$ cat config.mk
export PLATFORM = sky130hd
export DESIGN_NAME = rd_wr_window_monitor_flat
export DESIGN_NICKNAME = d
export VERILOG_FILES = /design/src/rtl/rwmon_pkg.sv /design/src/rtl/rd_wr_window_monitor_if.sv /design/src/rtl/rwmon_chan.sv /design/src/rtl/rd_wr_window_monitor.sv /design/src/flat_wrapper.sv
export SDC_FILE = /design/constraint.sdc
export NUM_CORES = 1
export LEC_CHECK = 0
export ABC_AREA = 0
export BUFFER_PORTS_ARGS = -buffer_cell sky130_fd_sc_hd__buf_2
export CAP_MARGIN = 25
export CORE_UTILIZATION = 50
export CTS_BUF_LIST = sky130_fd_sc_hd__clkbuf_8
export DETAILED_ROUTE_END_ITERATION = 8
export GPL_ROUTABILITY_DRIVEN = 0
export PLACE_DENSITY = 0.73
export SYNTH_ARGS = -nofsm -noshare
export SYNTH_HDL_FRONTEND = slang
export SYNTH_SLANG_ARGS = --single-unit
$ cat constraint.sdc
create_clock -name clk -period 1.95 [get_ports clk]
set_input_delay 0.4875 -clock clk [delete_from_list [all_inputs] [get_ports clk]]
set_output_delay 0.4875 -clock clk [all_outputs]
set_load 0.05 [all_outputs]
$ cat src/rtl/rwmon_pkg.sv
// Shared types for the rd/wr window monitor: verdict codes and channel FSM states.
// Latency: n/a (types only).
// Backpressure: n/a (types only).
package rwmon_pkg;

   typedef enum logic [1:0] {
      ERR_NONE        = 2'b00,
      ERR_RD_DROP     = 2'b01,
      ERR_WR_CONFLICT = 2'b10
   } err_t;

   typedef enum logic {
      ST_IDLE,
      ST_WIN
   } state_t;

endpackage

$ cat src/rtl/rd_wr_window_monitor_if.sv
// Bundle of the monitored rd/wr strobes, clear and all monitor verdict outputs.
// Latency: n/a (wiring only).
// Backpressure: none; the monitor observes and never stalls the bus it watches.
interface rd_wr_window_monitor_if #(
   parameter int NUM_CH = 4,
   parameter int CNT_W  = 8
);
   logic [NUM_CH-1:0]       rd;
   logic [NUM_CH-1:0]       wr;
   logic                    clr;
   logic [NUM_CH-1:0]       busy;
   logic [NUM_CH-1:0]       pass;
   logic [NUM_CH-1:0]       fail;
   logic [2*NUM_CH-1:0]     err_code;
   logic [NUM_CH-1:0]       fail_sticky;
   logic                    any_fail;
   logic [NUM_CH*CNT_W-1:0] pass_cnt;
   logic [NUM_CH*CNT_W-1:0] fail_cnt;

   // Stimulus side: drives the strobes, reads the verdicts.
   modport master (
      output rd, wr, clr,
      input  busy, pass, fail, err_code, fail_sticky, any_fail, pass_cnt, fail_cnt
   );

   // Monitor side.
   modport slave (
      input  rd, wr, clr,
      output busy, pass, fail, err_code, fail_sticky, any_fail, pass_cnt, fail_cnt
   );
endinterface

$ cat src/rtl/rwmon_chan.sv
// One channel: rd rise opens a WIN_LEN-cycle window in which rd must hold and wr stay low.
// Latency: verdict (pass/fail/err_code) registered one cycle after the deciding cycle.
// Backpressure: none; purely observational.
module rwmon_chan
   import rwmon_pkg::*;
#(
   parameter int WIN_LEN = 2,
   parameter int CNT_W   = 8
) (
   input  logic             clk,
   input  logic             rst_n,
   input  logic             rd,
   input  logic             wr,
   input  logic             clr,
   output logic             busy,
   output logic             pass,
   output logic             fail,
   output err_t             err_code,
   output logic             fail_sticky,
   output logic [CNT_W-1:0] pass_cnt,
   output logic [CNT_W-1:0] fail_cnt
);
   localparam int               IDX_W = $clog2(WIN_LEN + 1);
   localparam logic [IDX_W-1:0] LAST  = IDX_W'(WIN_LEN - 1);

   state_t           state;
   logic [IDX_W-1:0] idx;
   logic             rd_q;

   logic rise;
   logic chk;
   logic at_last;
   logic v_conf;
   logic v_drop;
   logic v_pass;

   // A rise is only meaningful while idle; the rise cycle itself is window cycle 0.
   assign rise    = rd & ~rd_q & (state == ST_IDLE);
   assign chk     = rise | (state == ST_WIN);
   assign at_last = rise ? (WIN_LEN == 1) : (idx == LAST);
   // A write anywhere in the window outranks a dropped read.
   assign v_conf  = chk & wr;
   assign v_drop  = chk & ~wr & ~rd;
   assign v_pass  = chk & ~wr & rd & at_last;

   // Window FSM with registered verdict and busy outputs.
   always_ff @(posedge clk or negedge rst_n) begin
      if (!rst_n) begin
         state    <= ST_IDLE;
         idx      <= '0;
         rd_q     <= 1'b0;
         busy     <= 1'b0;
         pass     <= 1'b0;
         fail     <= 1'b0;
         err_code <= ERR_NONE;
      end else begin
         rd_q     <= rd;
         busy     <= chk;
         pass     <= v_pass;
         fail     <= v_conf | v_drop;
         err_code <= v_conf ? ERR_WR_CONFLICT : (v_drop ? ERR_RD_DROP : ERR_NONE);
         case (state)
            ST_IDLE: begin
               // Single-cycle windows are decided on the rise and never enter ST_WIN.
               if (rise && !v_conf && !v_pass) begin
                  state <= ST_WIN;
                  idx   <= IDX_W'(1);
               end
            end
            ST_WIN: begin
               if (v_conf || v_drop || v_pass) state <= ST_IDLE;
               else                            idx   <= idx + IDX_W'(1);
            end
            default: state <= ST_IDLE;
         endcase
      end
   end

   // Saturating counters and sticky flag; clear wins over a same-cycle update.
   always_ff @(posedge clk or negedge rst_n) begin
      if (!rst_n) begin
         pass_cnt    <= '0;
         fail_cnt    <= '0;
         fail_sticky <= 1'b0;
      end else if (clr) begin
         pass_cnt    <= '0;
         fail_cnt    <= '0;
         fail_sticky <= 1'b0;
      end else begin
         if (v_pass && (pass_cnt != '1))            pass_cnt    <= pass_cnt + CNT_W'(1);
         if ((v_conf || v_drop) && (fail_cnt != '1)) fail_cnt   <= fail_cnt + CNT_W'(1);
         if (v_conf || v_drop)                       fail_sticky <= 1'b1;
      end
   end

endmodule

$ cat src/rtl/rd_wr_window_monitor.sv
// Multi-channel rd/wr exclusivity monitor; NUM_CH independent window checkers.
// Latency: verdicts one cycle after the deciding cycle; a clean window from rise t passes at t+WIN_LEN.
// Backpressure: none; observes only. Optional simulation trace under macro RWMON_TRACE_EN.
module rd_wr_window_monitor #(
   parameter int NUM_CH  = 4,
   parameter int WIN_LEN = 2,
   parameter int CNT_W   = 8
) (
   input  logic                   clk,
   input  logic                   rst_n,
   rd_wr_window_monitor_if.slave  mon
);
   wire [NUM_CH-1:0]       busy_w;
   wire [NUM_CH-1:0]       pass_w;
   wire [NUM_CH-1:0]       fail_w;
   wire [2*NUM_CH-1:0]     err_w;
   wire [NUM_CH-1:0]       sticky_w;
   wire [NUM_CH*CNT_W-1:0] pcnt_w;
   wire [NUM_CH*CNT_W-1:0] fcnt_w;

   for (genvar g = 0; g < NUM_CH; g++) begin : g_ch
      rwmon_chan #(
         .WIN_LEN (WIN_LEN),
         .CNT_W   (CNT_W)
      ) u_chan (
         .clk         (clk),
         .rst_n       (rst_n),
         .rd          (mon.rd[g]),
         .wr          (mon.wr[g]),
         .clr         (mon.clr),
         .busy        (busy_w[g]),
         .pass        (pass_w[g]),
         .fail        (fail_w[g]),
         .err_code    (err_w[2*g +: 2]),
         .fail_sticky (sticky_w[g]),
         .pass_cnt    (pcnt_w[g*CNT_W +: CNT_W]),
         .fail_cnt    (fcnt_w[g*CNT_W +: CNT_W])
      );

`ifdef RWMON_TRACE_EN
      // Report each verdict and guard against a channel claiming pass and fail at once.
      always @(posedge clk) begin
         if (pass_w[g]) $info("ch%0d pass at %0t", g, $time);
         if (fail_w[g]) $error("ch%0d fail code %0b at %0t", g, err_w[2*g +: 2], $time);
         assert (!(pass_w[g] && fail_w[g]))
            else $error("ch%0d pass and fail together at %0t", g, $time);
      end
`endif
   end

   assign mon.busy        = busy_w;
   assign mon.pass        = pass_w;
   assign mon.fail        = fail_w;
   assign mon.err_code    = err_w;
   assign mon.fail_sticky = sticky_w;
   assign mon.any_fail    = |sticky_w;
   assign mon.pass_cnt    = pcnt_w;
   assign mon.fail_cnt    = fcnt_w;

endmodule

$ cat src/flat_wrapper.sv
// flat-port wrapper written by rule: the top's interface ports become plain ports
module rd_wr_window_monitor_flat 
#(
   parameter int NUM_CH  = 4,
   parameter int WIN_LEN = 2,
   parameter int CNT_W   = 8
)
  (clk, rst_n, mon_rd, mon_wr, mon_clr, mon_busy, mon_pass, mon_fail, mon_err_code, mon_fail_sticky, mon_any_fail, mon_pass_cnt, mon_fail_cnt);
  rd_wr_window_monitor_if #(.NUM_CH(NUM_CH), .CNT_W(CNT_W)) mon_i ();
  input  logic clk;
  input  logic rst_n;
  input wire logic [$bits(mon_i.rd)-1:0] mon_rd;
  input wire logic [$bits(mon_i.wr)-1:0] mon_wr;
  input wire logic [$bits(mon_i.clr)-1:0] mon_clr;
  output wire logic [$bits(mon_i.busy)-1:0] mon_busy;
  output wire logic [$bits(mon_i.pass)-1:0] mon_pass;
  output wire logic [$bits(mon_i.fail)-1:0] mon_fail;
  output wire logic [$bits(mon_i.err_code)-1:0] mon_err_code;
  output wire logic [$bits(mon_i.fail_sticky)-1:0] mon_fail_sticky;
  output wire logic [$bits(mon_i.any_fail)-1:0] mon_any_fail;
  output wire logic [$bits(mon_i.pass_cnt)-1:0] mon_pass_cnt;
  output wire logic [$bits(mon_i.fail_cnt)-1:0] mon_fail_cnt;
  assign mon_i.rd = mon_rd;
  assign mon_i.wr = mon_wr;
  assign mon_i.clr = mon_clr;
  assign mon_busy = mon_i.busy;
  assign mon_pass = mon_i.pass;
  assign mon_fail = mon_i.fail;
  assign mon_err_code = mon_i.err_code;
  assign mon_fail_sticky = mon_i.fail_sticky;
  assign mon_any_fail = mon_i.any_fail;
  assign mon_pass_cnt = mon_i.pass_cnt;
  assign mon_fail_cnt = mon_i.fail_cnt;
  rd_wr_window_monitor #(.NUM_CH(NUM_CH), .WIN_LEN(WIN_LEN), .CNT_W(CNT_W)) u_core (.clk(clk), .rst_n(rst_n), .mon(mon_i));
endmodule
# Word level (Yosys, flattened, before mapping)
# Cells that the tools add are included.
# totals
in_bits,11
out_inout_bits,89
regBits,104
# classes
reduce_logical,49
n_eq_ne,20
muxes,60
n_addsub,12
bitwise,52
# ops
cell,n
$mux 8,16
$add 8x1->8 const B,8
$ne 8x8->1 const B,8
$and 1x1->1,28
$mux 1,24
$mux 2,12
$reduce_bool 2->1,12
$logic_and 1x1->1,16
$not 1->1,16
$pmux 2 s2,4
$add 2x1->2 const B,4
$eq 2x1->1 const B,4
$logic_not 1->1,8
$logic_or 1x1->1,8
$ne 2x1->1 const B,4
$ne 2x2->1 const B,4
$or 1x1->1,8
$pmux 1 s2,4
$reduce_and 2->1,4
$reduce_or 4->1,1

# Depth between registers and ports, before layout
# Gate-level depths: netlist (run 1).
# depth
word_depth,11
depth_mapped,7

# Hierarchy
# A second synthesis (run 1) with hierarchy kept.
# unflattened
hier_cells,493
hier_area_um2,5053.6
# modules_own_cells
module,area_per_inst_um2,instances,cells_each,seq_area_each_um2
rwmon_chan at u_core.g_ch[0].u_chan ...,1265.0,3,124,650.6
rwmon_chan at u_core.g_ch[2].u_chan,1251.2,1,120,650.6
rd_wr_window_monitor,7.5,1,1,0.0

# Worst setup path after synthesis (run 1)
# Ideal clock, no wire load.
# synth_timing
path_kind,register to register
startpoint,reg u_core.g_ch[1].u_chan.pass_cnt[0]
endpoint,reg u_core.g_ch[1].u_chan.pass_cnt[6]
slack_ns,0.028
path_stages_with_launch,7
period_less_slack_ns,1.922
required_time_ns,1.818
setup_time_ns,0.132
path_buffers,1
arrival_time_ns,1.791
path_cell_list,dfrtp_1 ha_1 clkbuf_1 nand3_1 nor4_1 xnor2_1 nor2_1
# synth_between
elab_chain_len,3
elab_cells_between_ends,6
cone_classes,add/sub (1); eq/ne (1); mux (2); reduce/logical (2)
# synth_lines
item,line_no,rtl
from (decl),rwmon_chan.sv:20,"output logic [CNT_W-1:0] pass_cnt,"
from (signal assigned),rwmon_chan.sv:90,if (v_pass && (pass_cnt != '1)) pass_cnt <= pass_cnt + CNT_W'(1);
$add 8x1->8 or $ne 8x8->1 (tied branches),rwmon_chan.sv:90,
$mux 8 or $logic_and 1x1->1 (tied branches),rwmon_chan.sv:90,
$mux 8 or $reduce_bool 2->1 (tied branches),--,
# Several ways; a longest one is shown, not always the timed one. The select of a mux whose other input is x is not followed.
# A chain may end at the register's enable or synchronous reset.

# Worst setup path in the final report (run 1)
# layout_timing
startpoint,reg u_core.g_ch[2].u_chan.fail_sticky
endpoint,out mon_any_fail
# layout_between
elab_chain_len,1
# layout_lines
item,line_no,rtl
from (decl),rwmon_chan.sv:19,"output logic fail_sticky,"
from (signal assigned),rwmon_chan.sv:84,fail_sticky <= 1'b0;
from (signal assigned),rwmon_chan.sv:88,fail_sticky <= 1'b0;
from (signal assigned),rwmon_chan.sv:92,if (v_conf || v_drop) fail_sticky <= 1'b1;
$reduce_or 4->1,rd_wr_window_monitor.sv:56,assign mon.any_fail = |sticky_w;
to (decl),flat_wrapper.sv:20,output wire logic [$bits(mon_i.any_fail)-1:0] mon_any_fail;
# No other way between the ends.

==> results of run 1 <==
registers in the layout, indices dropped and copies added, names as in the netlist:
signal                          cells
u_core.g_ch.u_chan.err_code         8
u_core.g_ch.u_chan.fail             4
u_core.g_ch.u_chan.pass             4
u_core.g_ch.u_chan.state            4
u_core.g_ch.u_chan.rd_q             4
u_core.g_ch.u_chan.pass_cnt        32
u_core.g_ch.u_chan.idx              8
u_core.g_ch.u_chan.fail_cnt        32
u_core.g_ch.u_chan.fail_sticky      4
u_core.g_ch.u_chan.busy             4
where the power goes:
group	internal [mW]	total, mW	switching (mW)	leakage [nW]
Combinational	0.211	0.667	0.456	1.33
Clock	0.519	1.21	0.693	0.0924
Sequential	2.25	2.32	0.0722	1.40
worst max-delay path, delay by kind of cell (launching register included):
| family | cells | cell delay (ns) |
|---|---|---|
| DFF | 1 | 0.39 |
| buffers and inverters | 1 | 0.17 |
| and+or+nand+nor | 1 | 0.54 |
cell families after synthesis:
| family | after synthesis | share of synthesized area |
|---|---|---|
| buffers and inverters | 54 | 0.0556 |
| xor gates and xnor gates | 18 | 0.0307 |
| AOI/OAI and AO/OA | 106 | 0.144 |
| muxes | 10 | 0.0205 |
| adders and majority gates | 12 | 0.0292 |
| and+or+nand+nor | 194 | 0.213 |
| DFF | 104 | 0.507 |
final cells by class:
cell class	instances	area (µm²)	share of cell area
clock buffer	11	151	0.0257
clock inverter	4	21.3	0.00362
inverter	23	86.3	0.0147
multi-input combinational	340	2250	0.383
sequential	104	2600	0.443
tap	133	166	0.0283
timing repair buffer	107	602	0.102
layer usage:
layer,share of wire,track usage
met5,0,0
met4,0.018,0.0813
met1,0.46,0.279
met3,0.039,0.0296
met2,0.48,0.347
how the worst max path moves through the flow:
stage	start	end	slack, ns	cells past startpoint
floorplan	u_core.g_ch[1].u_chan.pass_cnt[0]$_DFFE_PN0P_	u_core.g_ch[1].u_chan.pass_cnt[6]$_DFFE_PN0P_	0.03	6
global placement	mon_rd[0]	u_core.g_ch[0].u_chan.fail_cnt[5]$_DFFE_PN0P_	0.20	6
detailed placement	mon_rd[1]	u_core.g_ch[1].u_chan.fail_cnt[4]$_DFFE_PN0P_	0.16	5
CTS	u_core.g_ch[0].u_chan.fail_sticky$_DFFE_PN0P_	mon_any_fail	-0.01	2
global route	u_core.g_ch[0].u_chan.fail_sticky$_DFFE_PN0P_	mon_any_fail	-0.02	2
finish	u_core.g_ch[2].u_chan.fail_sticky$_DFFE_PN0P_	mon_any_fail	0.02	2
synth_stat cells, types with 9 or more instances:
cell type,n,area share
sky130_fd_sc_hd__a21oi_1,34,0.033
sky130_fd_sc_hd__buf_4,16,0.023
sky130_fd_sc_hd__clkbuf_1,9,0.0066
sky130_fd_sc_hd__dfrtp_1,104,0.51
sky130_fd_sc_hd__ha_1,12,0.029
sky130_fd_sc_hd__inv_1,23,0.017
sky130_fd_sc_hd__nand2_1,16,0.012
sky130_fd_sc_hd__nand3_1,21,0.020
sky130_fd_sc_hd__nand4_1,9,0.011
sky130_fd_sc_hd__nor2_1,44,0.032
sky130_fd_sc_hd__nor3_1,23,0.022
sky130_fd_sc_hd__o21ai_0,14,0.014
sky130_fd_sc_hd__or4_1,11,0.016
sky130_fd_sc_hd__xor2_1,14,0.024
what timing repair did:
action / in CTS / in global routing
buffers inserted: 2 / 0
hold buffers: 0 / 0
resized for setup: 4 / 0
endpoints found under the setup margin: 1 / 1
==> insert_results.sql, run 1 <==
INSERT INTO impl_metrics (metric_group, metric, value, unit) VALUES
('outcome', 'outcome', 'complete, no violations', ''),
('logic_synthesis', 'synth_seq_cells', '104', ''),
('routing', 'routed_wirelength_normalized_by_instance_count', '14.8', 'µm'),
('logic_synthesis', 'synth.yosys.warnings', '0', ''),
('clocking', 'cts_buffer_depth', '2', ''),
('setup_path', 'critPathRequiredTime', '1.46', 'ns'),
('setup_path', 'end_kind', 'primary output', ''),
('layout', 'stdcell_count', '722', ''),
('clocking', 'insertion_delay_of_the_later_clocked_pin_in_the_worst_skew_pair', '0.35', 'ns'),
('timing', 'setup_ws', '0.0173', 'ns'),
('layout', 'layout.filler_cells', '856', ''),
('timing', 'hold_slack', '0.184', 'ns'),
('timing', 'report.final.hold_viol_count', '0', ''),
('min_path', 'hold_class', 'in2async', ''),
('logic_synthesis', 'average_instance_area_after_synthesis', '10.3', 'µm²'),
('timing', 'worst_slew_margin_rel', '0.639', ''),
('global_route', 'grt_overflow', '0', ''),
('setup_path', 'worstPathMaxFanout', '2', ''),
('power_and_ir_drop', 'p_leak', '2.83', 'nW'),
('timing', 'fin_tns_setup', '0', 'ns'),
('floorplanning', 'placeableCoreArea', '9860', 'µm²'),
('place', 'hpwl', '7430', 'µm'),
('setup_path', 'rr_endpoint', 'u_core.g_ch[2].u_chan.pass_cnt[7]$_DFFE_PN0P_', ''),
('clocking', 'cts.reportedPaths.clkPinSlew', '0.09', 'ns'),
('floorplanning', 'die_ht', '103', 'µm'),
('power_and_ir_drop', 'pwr_density', '714', 'nW/µm²'),
('logic_synthesis', 'synthArstFlopShare', '1.00', ''),
('timing', 'setup_viol', '0', ''),
('power_and_ir_drop', 'vdd_ir_drop_max', '0.000353', 'V'),
('layout', 'utilization_after_layout', '0.596', ''),
('timing', 'final.period_utilization', '0.991', ''),
('logic_synthesis', 'ys_seq_area_frac', '0.507', ''),
('routing', 'drt-pass1-iter-count', '4', ''),
('floorplanning', 'site_rows', '36', ''),
('place', 'place_ws', '0.161', 'ns'),
('timing', 'worst_skew', '0.00748', 'ns'),
('logic_synthesis', 'number_of_synthesized_flops_with_an_enable_pin', '0', ''),
('global_route', 'grt.total_usage', '0.209', ''),
('logic_synthesis', 'syn_inst', '498', ''),
('setup_path', 'worst-r2r-setup-slack', '0.13', 'ns'),
('run', 'drv_cap', '0', ''),
('logic_synthesis', 'net_count_after_synthesis', '521', ''),
('timing', 'maxSlewViolCount', '0', ''),
('setup_path', 'r2r-start', 'u_core.g_ch[2].u_chan.idx[1]$_DFFE_PN0P_', ''),
('global_route', 'largest_net_degree_at_the_start_of_global_routing', '105', ''),
('layout', 'area_growth', '14.5', '%'),
('timing', 'rsz_0062_raised_after_global_routing', 'yes', ''),
('global_route', 'antenna_found_initial', '0', ''),
('floorplanning', 'die_width', '103', 'µm'),
('layout', 'mostFrequentLayoutCells', 'sky130_fd_sc_hd__dfrtp_1, sky130_fd_sc_hd__buf_2, sky130_fd_sc_hd__nor2_1', ''),
('logic_synthesis', 'synth.lib_cells_used.distinct', '60', ''),
('setup_path', 'worst_path_cell_with_the_longest_stage_delay', 'sky130_fd_sc_hd__or4_4', ''),
('setup_path', 'worstPathArrival', '1.45', 'ns'),
('layout', 'finalInstanceArea', '5880', 'µm²'),
('floorplanning', 'initial_core_util', '0.521', ''),
('global_route', 'grt_pass1_vias', '3796', ''),
('setup_path', 'max_stage_delay', '0.54', 'ns'),
('setup_path', 'worstSetupStartpointType', 'flop', ''),
('timing', 'timing.final.crit_period', '1.93', 'ns'),
('routing', 'initialDrtViolationCount', '153', ''),
('clocking', 'cts-root-buf', 'sky130_fd_sc_hd__clkbuf_8', ''),
('routing', 'ant_nets', '0', ''),
('timing', 'slew_at_the_pin_closest_to_its_max_slew_limit', '0.542', 'ns'),
('setup_path', 'r2r.worst_path.cells', '6', ''),
('floorplanning', 'top_level_ports', '100', ''),
('power_and_ir_drop', 'power.total', '4.20', 'mW'),
('layout', 'fraction_of_layout_cells_with_a_size_suffix_above_1', '0.251', ''),
('layout', 'antenna_cells', '0', ''),
('logic_synthesis', 'yosys_most_used_dff', 'sky130_fd_sc_hd__dfrtp_1', ''),
('place', 'dpl_cell_area', '5680', 'µm²'),
('setup_path', 'critPathKind', 'reg2out', '');
Power figures use the tool's default switching activity.
==> run 2, diff against run 1 <==
--- a/config.mk
+++ b/config.mk
@@ -13,6 +13,7 @@
 export DETAILED_ROUTE_END_ITERATION = 8
 export GPL_ROUTABILITY_DRIVEN = 0
 export PLACE_DENSITY = 0.73
+export SKIP_LAST_GASP = 1
 export SYNTH_ARGS = -nofsm -noshare
 export SYNTH_HDL_FRONTEND = slang
 export SYNTH_SLANG_ARGS = --single-unit
==> constraint.sdc (replaced) <==
create_clock -name clk -period 1.95 [get_ports clk]
set_input_delay 0.4875 -clock clk [delete_from_list [all_inputs] [get_ports clk]]
set_output_delay 0.4875 -clock clk [all_outputs]
set_load 0.005 [all_outputs]
==> insert_results.sql, run 2 (synthesis gave the netlist of run 1 again) <==
INSERT INTO impl_metrics (metric_group, metric, value, unit) VALUES
('routing', 'finalWirelength', '10700', 'µm'),
('timing', 'fin_tns_setup', '0', 'ns'),
('routing', 'ant_nets', '0', ''),
('global_route', 'grt_overflow', '0', ''),
('power_and_ir_drop', 'share_seq_of_total_power', '0.573', ''),
('power_and_ir_drop', 'power_report.internal_total', '2.95', 'mW'),
('setup_path', 'max_stage_delay', '0.51', 'ns'),
('routing', 'initialDrtViolationCount', '99', ''),
('clocking', 'tritoncts', 'built', ''),
('global_route', 'antenna_found_initial', '0', ''),
('global_route', 'grt_pass1_vias', '3763', ''),
('layout', 'largest_registers', 'u_core.g_ch.u_chan.fail_cnt (32), u_core.g_ch.u_chan.pass_cnt (32)', ''),
('clocking', 'h-tree-depth', '3', ''),
('setup_path', 'crit_chain', 'or4_1 > buf_2', ''),
('routing', 'wl_met1', '4840', 'µm'),
('clocking', 'cts-root-buf', 'sky130_fd_sc_hd__clkbuf_8', ''),
('place', 'dpl_cell_area', '5680', 'µm²'),
('timing', 'maxSlewViolCount', '0', ''),
('setup_path', 'critPathKind', 'reg2out', ''),
('run', 'drv_cap', '0', ''),
('floorplanning', 'die_ht', '103', 'µm'),
('setup_path', 'critPathRequiredTime', '1.46', 'ns'),
('setup_path', 'worst_path_cell_with_the_longest_stage_delay', 'sky130_fd_sc_hd__or4_1', ''),
('outcome', 'outcome', 'complete, no violations', ''),
('place', 'placed_cells', '704', ''),
('min_path', 'hold_class', 'in2async', ''),
('timing', 'worst_skew', '0.00976', 'ns'),
('layout', 'finalInstanceArea', '5870', 'µm²'),
('routing', 'drt-pass1-iter-count', '4', ''),
('timing', 'report.final.hold_viol_count', '0', ''),
('setup_path', 'r2r.worst_path.cells', '6', ''),
('timing', 'slew_at_the_pin_closest_to_its_max_slew_limit', '0.575', 'ns'),
('global_route', 'grt.total_usage', '0.212', ''),
('power_and_ir_drop', 'pwr_density', '689', 'nW/µm²'),
('clocking', 'clkSinkCount', '104', ''),
('setup_path', 'critPathLaunch', 'u_core.g_ch[2].u_chan.fail_sticky$_DFFE_PN0P_', ''),
('setup_path', 'worstSetupStartpointType', 'flop', ''),
('floorplanning', 'die_width', '103', 'µm'),
('clocking', 'cts_buffer_depth', '2', ''),
('timing', 'worst_slew_margin_rel', '0.614', ''),
('power_and_ir_drop', 'power_switching', '1.10', 'mW'),
('floorplanning', 'top_level_ports', '100', ''),
('power_and_ir_drop', 'clkPwrFrac', '0.310', ''),
('timing', 'final.period_utilization', '0.975', ''),
('timing', 'hold_slack', '0.147', 'ns'),
('routing', 'total_drc_errors_in_the_routed_layout', '0', ''),
('clocking', 'cts.reportedPaths.clkPinSlew', '0.10', 'ns'),
('power_and_ir_drop', 'p_leak', '2.82', 'nW'),
('routing', 'routed_wirelength_normalized_by_instance_count', '14.8', 'µm'),
('global_route', 'global_route_wire_length_before_repair', '17700', 'µm'),
('global_route', 'largest_net_degree_at_the_start_of_global_routing', '105', ''),
('timing', 'timing.final.crit_period', '1.90', 'ns'),
('place', 'hpwl', '7390', 'µm'),
('layout', 'stdcell_count', '722', ''),
('layout', 'antenna_cells', '0', ''),
('setup_path', 'critical_path.top_delay_family', 'simple AND/OR/NAND/NOR gates', ''),
('timing', 'setup_viol', '0', ''),
('routing', 'routed-wl-met3', '371', 'µm'),
('routing', 'via_count', '4065', ''),
('setup_path', 'worstPathMaxFanout', '3', ''),
('power_and_ir_drop', 'p_sw_frac', '0.271', ''),
('clocking', 'cts_hold_buffers', '0', ''),
('timing', 'max_freq', '526', 'MHz'),
('setup_path', 'end_kind', 'primary output', ''),
('setup_path', 'path_depth', '2', ''),
('power_and_ir_drop', 'share_comb_of_total_power', '0.117', ''),
('routing', 'vias_per_cell', '5.63', ''),
('layout', 'fraction_of_layout_cells_with_a_size_suffix_above_1', '0.250', ''),
('clocking', 'cts_inserted_buffers', '9', ''),
('setup_path', 'r2r-start', 'u_core.g_ch[2].u_chan.idx[1]$_DFFE_PN0P_', ''),
('layout', 'layout.cells.most_common', 'sky130_fd_sc_hd__dfrtp_1', ''),
('clocking', 'insertion_delay_of_the_later_clocked_pin_in_the_worst_skew_pair', '0.36', 'ns'),
('layout', 'mostFrequentLayoutCells', 'sky130_fd_sc_hd__dfrtp_1, sky130_fd_sc_hd__buf_2, sky130_fd_sc_hd__nor2_1', ''),
('timing', 'rsz_0062_raised_after_global_routing', 'yes', ''),
('floorplanning', 'initial_core_util', '0.521', ''),
('setup_path', 'worst-path-buf-inv', '1', ''),
('place', 'port-buffer-count', '99', ''),
('setup_path', 'worstPathArrival', '1.41', 'ns'),
('layout', 'num-nets-final', '607', ''),
('power_and_ir_drop', 'vdd_ir_drop_max', '0.000411', 'V'),
('floorplanning', 'placeableCoreArea', '9860', 'µm²'),
('layout', 'area_growth', '14.4', '%'),
('routing', 'highest_layer', 'met4', ''),
('routing', 'met2RoutedLength', '5290', 'µm'),
('floorplanning', 'design.die.area', '10700', 'µm²'),
('floorplanning', 'site_rows', '36', '');
==> run 2: repair_timing <==
| item | CTS | global route |
|---|---|---|
| endpoints found under the setup margin | 1 | 1 |
| pin swaps | 0 | 1 |
| resized for setup | 1 | 0 |
| buffers inserted | 1 | 1 |
==> run 2: through the flow <==
stage / utilization / setup slack, ns / power, mW
2_1_floorplan: - / 0.331 / 2.67
6_report: 0.596 / 0.0486 / 4.04
4_1_cts: 0.595 / 0.0109 / 4.09
3_3_place_gp: 0.575 / 0.205 / 2.81
3_5_place_dp: 0.575 / 0.158 / 2.83
5_1_grt: 0.596 / -0.0144 / 4.26
==> run 2: final cells by class <==
| class | instances | area, µm² |
|---|---|---|
| well taps | 133 | 166 |
| flip-flops and latches | 104 | 2600 |
| multi-input cells | 340 | 2250 |
| inverters | 23 | 86.3 |
| repair buffers | 106 | 588 |
| fillers | 830 | 3990 |
| clock inverters | 6 | 45.0 |
| clock buffers | 10 | 138 |
==> run 2: final timing paths <==
check                                                                end  slack (ns)
min                        u_core.g_ch[3].u_chan.fail_cnt[4]$_DFFE_PN0P_        0.15
max reg2reg                u_core.g_ch[2].u_chan.pass_cnt[7]$_DFFE_PN0P_        0.16
min reg2reg                     u_core.g_ch[1].u_chan.idx[1]$_DFFE_PN0P_        0.54
min in group clk                    u_core.g_ch[0].u_chan.rd_q$_DFF_PN0_        0.28
max                                                         mon_any_fail        0.05
max in group asynchronous  u_core.g_ch[1].u_chan.fail_cnt[7]$_DFFE_PN0P_        1.34
==> run 2: per-layer routing <==
metal | GRT usage | vias to the layer above
li1 | - | 1969
met1 | 0.279 | 2001
met2 | 0.350 | 84
met3 | 0.0390 | 11
met4 | 0.0769 | 0
met5 | 0 | -
==> run 2: power by group through the flow <==
stage | Combinational (mW) | Sequential [mW] | Clock, mW
floorplan | 0.328 | 2.34 | 0
global placement | 0.456 | 2.36 | 0
detailed placement | 0.473 | 2.36 | 0
CTS | 0.479 | 2.32 | 1.30
global route | 0.548 | 2.33 | 1.38
finish | 0.474 | 2.32 | 1.25
==> run 3, diff against run 2 <==
--- a/config.mk
+++ b/config.mk
@@ -13,6 +13,7 @@
 export DETAILED_ROUTE_END_ITERATION = 8
 export GPL_ROUTABILITY_DRIVEN = 0
 export PLACE_DENSITY = 0.73
+export RECOVER_POWER = 50
 export SKIP_LAST_GASP = 1
 export SYNTH_ARGS = -nofsm -noshare
 export SYNTH_HDL_FRONTEND = slang
==> insert_results.sql, run 3 (synthesis gave the netlist of run 1 again) <==
INSERT INTO impl_metrics (metric_group, metric, value, unit) VALUES
('layout', 'fraction_of_layout_cells_with_a_size_suffix_above_1', '0.233', ''),
('routing', 'initialDrtViolationCount', '107', ''),
('floorplanning', 'die_width', '103', 'µm'),
('run', 'drv_cap', '0', ''),
('power_and_ir_drop', 'p_leak', '2.78', 'nW'),
('timing', 'setup_ws', '0.0441', 'ns'),
('clocking', 'insertion_delay_of_the_later_clocked_pin_in_the_worst_skew_pair', '0.36', 'ns'),
('timing', 'timing.final.crit_period', '1.91', 'ns'),
('clocking', 'tritoncts', 'built', ''),
('min_path', 'worstHoldStart', 'mon_rd[0]', ''),
('floorplanning', 'die_ht', '103', 'µm'),
('layout', 'largest_registers', 'u_core.g_ch.u_chan.fail_cnt (32), u_core.g_ch.u_chan.pass_cnt (32)', ''),
('layout', 'mostFrequentLayoutCells', 'sky130_fd_sc_hd__dfrtp_1, sky130_fd_sc_hd__buf_2, sky130_fd_sc_hd__nor2_1', ''),
('layout', 'layout.cells.most_common', 'sky130_fd_sc_hd__dfrtp_1', ''),
('floorplanning', 'design.die.area', '10700', 'µm²'),
('timing', 'report.final.hold_viol_count', '0', ''),
('floorplanning', 'initial_core_util', '0.521', ''),
('setup_path', 'r2r-start', 'u_core.g_ch[0].u_chan.idx[1]$_DFFE_PN0P_', ''),
('setup_path', 'worstPathArrival', '1.42', 'ns'),
('layout', 'num-nets-final', '607', ''),
('place', 'place_ws', '0.158', 'ns'),
('timing', 'rsz_0062_raised_after_global_routing', 'yes', ''),
('setup_path', 'critPathKind', 'reg2out', ''),
('timing', 'maxSlewViolCount', '0', ''),
('timing', 'worst_slew_margin_rel', '0.0709', ''),
('routing', 'total_drc_errors_in_the_routed_layout', '0', ''),
('timing', 'slew_at_the_pin_closest_to_its_max_slew_limit', '1.39', 'ns'),
('routing', 'routed_wirelength_normalized_by_instance_count', '14.8', 'µm'),
('timing', 'hold_slack', '0.291', 'ns'),
('clocking', 'clkSinkCount', '104', ''),
('clocking', 'h-tree-depth', '3', ''),
('floorplanning', 'site_rows', '36', ''),
('power_and_ir_drop', 'power_switching', '1.10', 'mW'),
('timing', 'setup_viol', '0', ''),
('global_route', 'grt_overflow', '0', ''),
('place', 'hpwl', '7390', 'µm'),
('power_and_ir_drop', 'p_sw_frac', '0.272', ''),
('setup_path', 'end_kind', 'primary output', ''),
('global_route', 'largest_net_degree_at_the_start_of_global_routing', '105', ''),
('global_route', 'global_route_wire_length_before_repair', '17700', 'µm'),
('timing', 'worst_skew', '0.0107', 'ns'),
('layout', 'antenna_cells', '0', ''),
('timing', 'final.period_utilization', '0.977', ''),
('power_and_ir_drop', 'share_seq_of_total_power', '0.574', ''),
('min_path', 'hold_class', 'in2reg', ''),
('routing', 'ant_nets', '0', ''),
('setup_path', 'critPathRequiredTime', '1.46', 'ns'),
('global_route', 'grt_pass1_vias', '3763', ''),
('global_route', 'antenna_found_initial', '0', ''),
('power_and_ir_drop', 'share_comb_of_total_power', '0.115', ''),
('setup_path', 'max_stage_delay', '0.51', 'ns'),
('routing', 'drt-pass1-iter-count', '4', ''),
('outcome', 'outcome', 'complete, no violations', ''),
('clocking', 'cts_buffer_depth', '2', ''),
('setup_path', 'critPathLaunch', 'u_core.g_ch[2].u_chan.fail_sticky$_DFFE_PN0P_', ''),
('floorplanning', 'placeableCoreArea', '9860', 'µm²'),
('setup_path', 'crit_chain', 'or4_1 > buf_2', ''),
('setup_path', 'worstPathMaxFanout', '3', ''),
('clocking', 'cts-root-buf', 'sky130_fd_sc_hd__clkbuf_8', ''),
('power_and_ir_drop', 'vdd_ir_drop_max', '0.000410', 'V'),
('layout', 'utilization_after_layout', '0.593', ''),
('clocking', 'cts.reportedPaths.clkPinSlew', '0.09', 'ns'),
('routing', 'via_count', '4049', ''),
('routing', 'finalWirelength', '10700', 'µm'),
('floorplanning', 'top_level_ports', '100', ''),
('power_and_ir_drop', 'power_report.internal_total', '2.94', 'mW'),
('global_route', 'grt.total_usage', '0.212', ''),
('power_and_ir_drop', 'clkPwrFrac', '0.311', ''),
('timing', 'max_freq', '525', 'MHz'),
('power_and_ir_drop', 'pwr_density', '691', 'nW/µm²'),
('setup_path', 'worstSetupStartpointType', 'flop', ''),
('setup_path', 'worst_path_cell_with_the_longest_stage_delay', 'sky130_fd_sc_hd__or4_1', ''),
('routing', 'vias_per_cell', '5.61', ''),
('layout', 'area_growth', '13.9', '%'),
('layout', 'finalInstanceArea', '5850', 'µm²'),
('place', 'port-buffer-count', '99', ''),
('clocking', 'cts_inserted_buffers', '9', ''),
('place', 'dpl_cell_area', '5680', 'µm²');
run 3: cell count changes in the layout (fill, tap and decap cells not counted), sizes merged:
cell and delta:
buf -11, clkbuf +11
run 3: final timing paths:
check                           cells past startpoint                                             to  slack (ns)
worst max-delay path                                2                                   mon_any_fail        0.04
worst min-delay path                                1           u_core.g_ch[0].u_chan.rd_q$_DFF_PN0_        0.29
worst max register to register                      6  u_core.g_ch[0].u_chan.pass_cnt[7]$_DFFE_PN0P_        0.13
worst min register to register                      2       u_core.g_ch[1].u_chan.idx[1]$_DFFE_PN0P_        0.54
max in group asynchronous                           2  u_core.g_ch[0].u_chan.fail_sticky$_DFFE_PN0P_        0.44
min in group asynchronous                           2    u_core.g_ch[3].u_chan.err_code[0]$_DFF_PN0_        0.53
run 3: layout make-up:
| class | count | area [µm²] |
|---|---|---|
| flip-flops and latches | 104 | 2600 |
| fillers | 836 | 4020 |
| clock buffers | 10 | 138 |
| inverters | 23 | 86.3 |
| clock inverters | 6 | 45.0 |
| well taps | 133 | 166 |
| multi-input cells | 340 | 2250 |
| repair buffers | 106 | 564 |
run 3: power groups by stage:
| stage | clock [mW] | combinational [mW] | sequential, mW |
|---|---|---|---|
| 3_3_place_gp | 0 | 0.456 | 2.36 |
| 5_1_grt | 1.38 | 0.541 | 2.33 |
| 4_1_cts | 1.30 | 0.479 | 2.32 |
| 6_report | 1.26 | 0.467 | 2.32 |
| 3_5_place_dp | 0 | 0.473 | 2.36 |
| 2_1_floorplan | 0 | 0.328 | 2.34 |
run 3: timing repair:
action	CTS	global route
hold buffers	0	0
setup buffers	1	1
pin swaps	0	1
setup endpoints to repair	1	1
gates resized for setup	1	0
run 3: worst max-delay path, delay by kind of cell (launching register included):
family                 cells  cell delay (ns)
buffers and inverters      1             0.14
and+or+nand+nor            1             0.51
DFF                        1             0.41
run 3: routing by layer:
metal	up-vias	wire (µm)	track usage
met5	-	0	0
met3	11	364	0.0390
li1	1968	-	-
met4	0	160	0.0769
met1	1987	4840	0.279
met2	83	5300	0.350
run 3: stage by stage:
step	setup TNS, ns	total power [mW]	instances
after floorplan	0	2.67	498
after global placement	0	2.81	704
after detailed placement	0	2.83	704
after CTS	0	4.09	721
after global routing	-0.0173	4.26	722
final	0	4.04	722
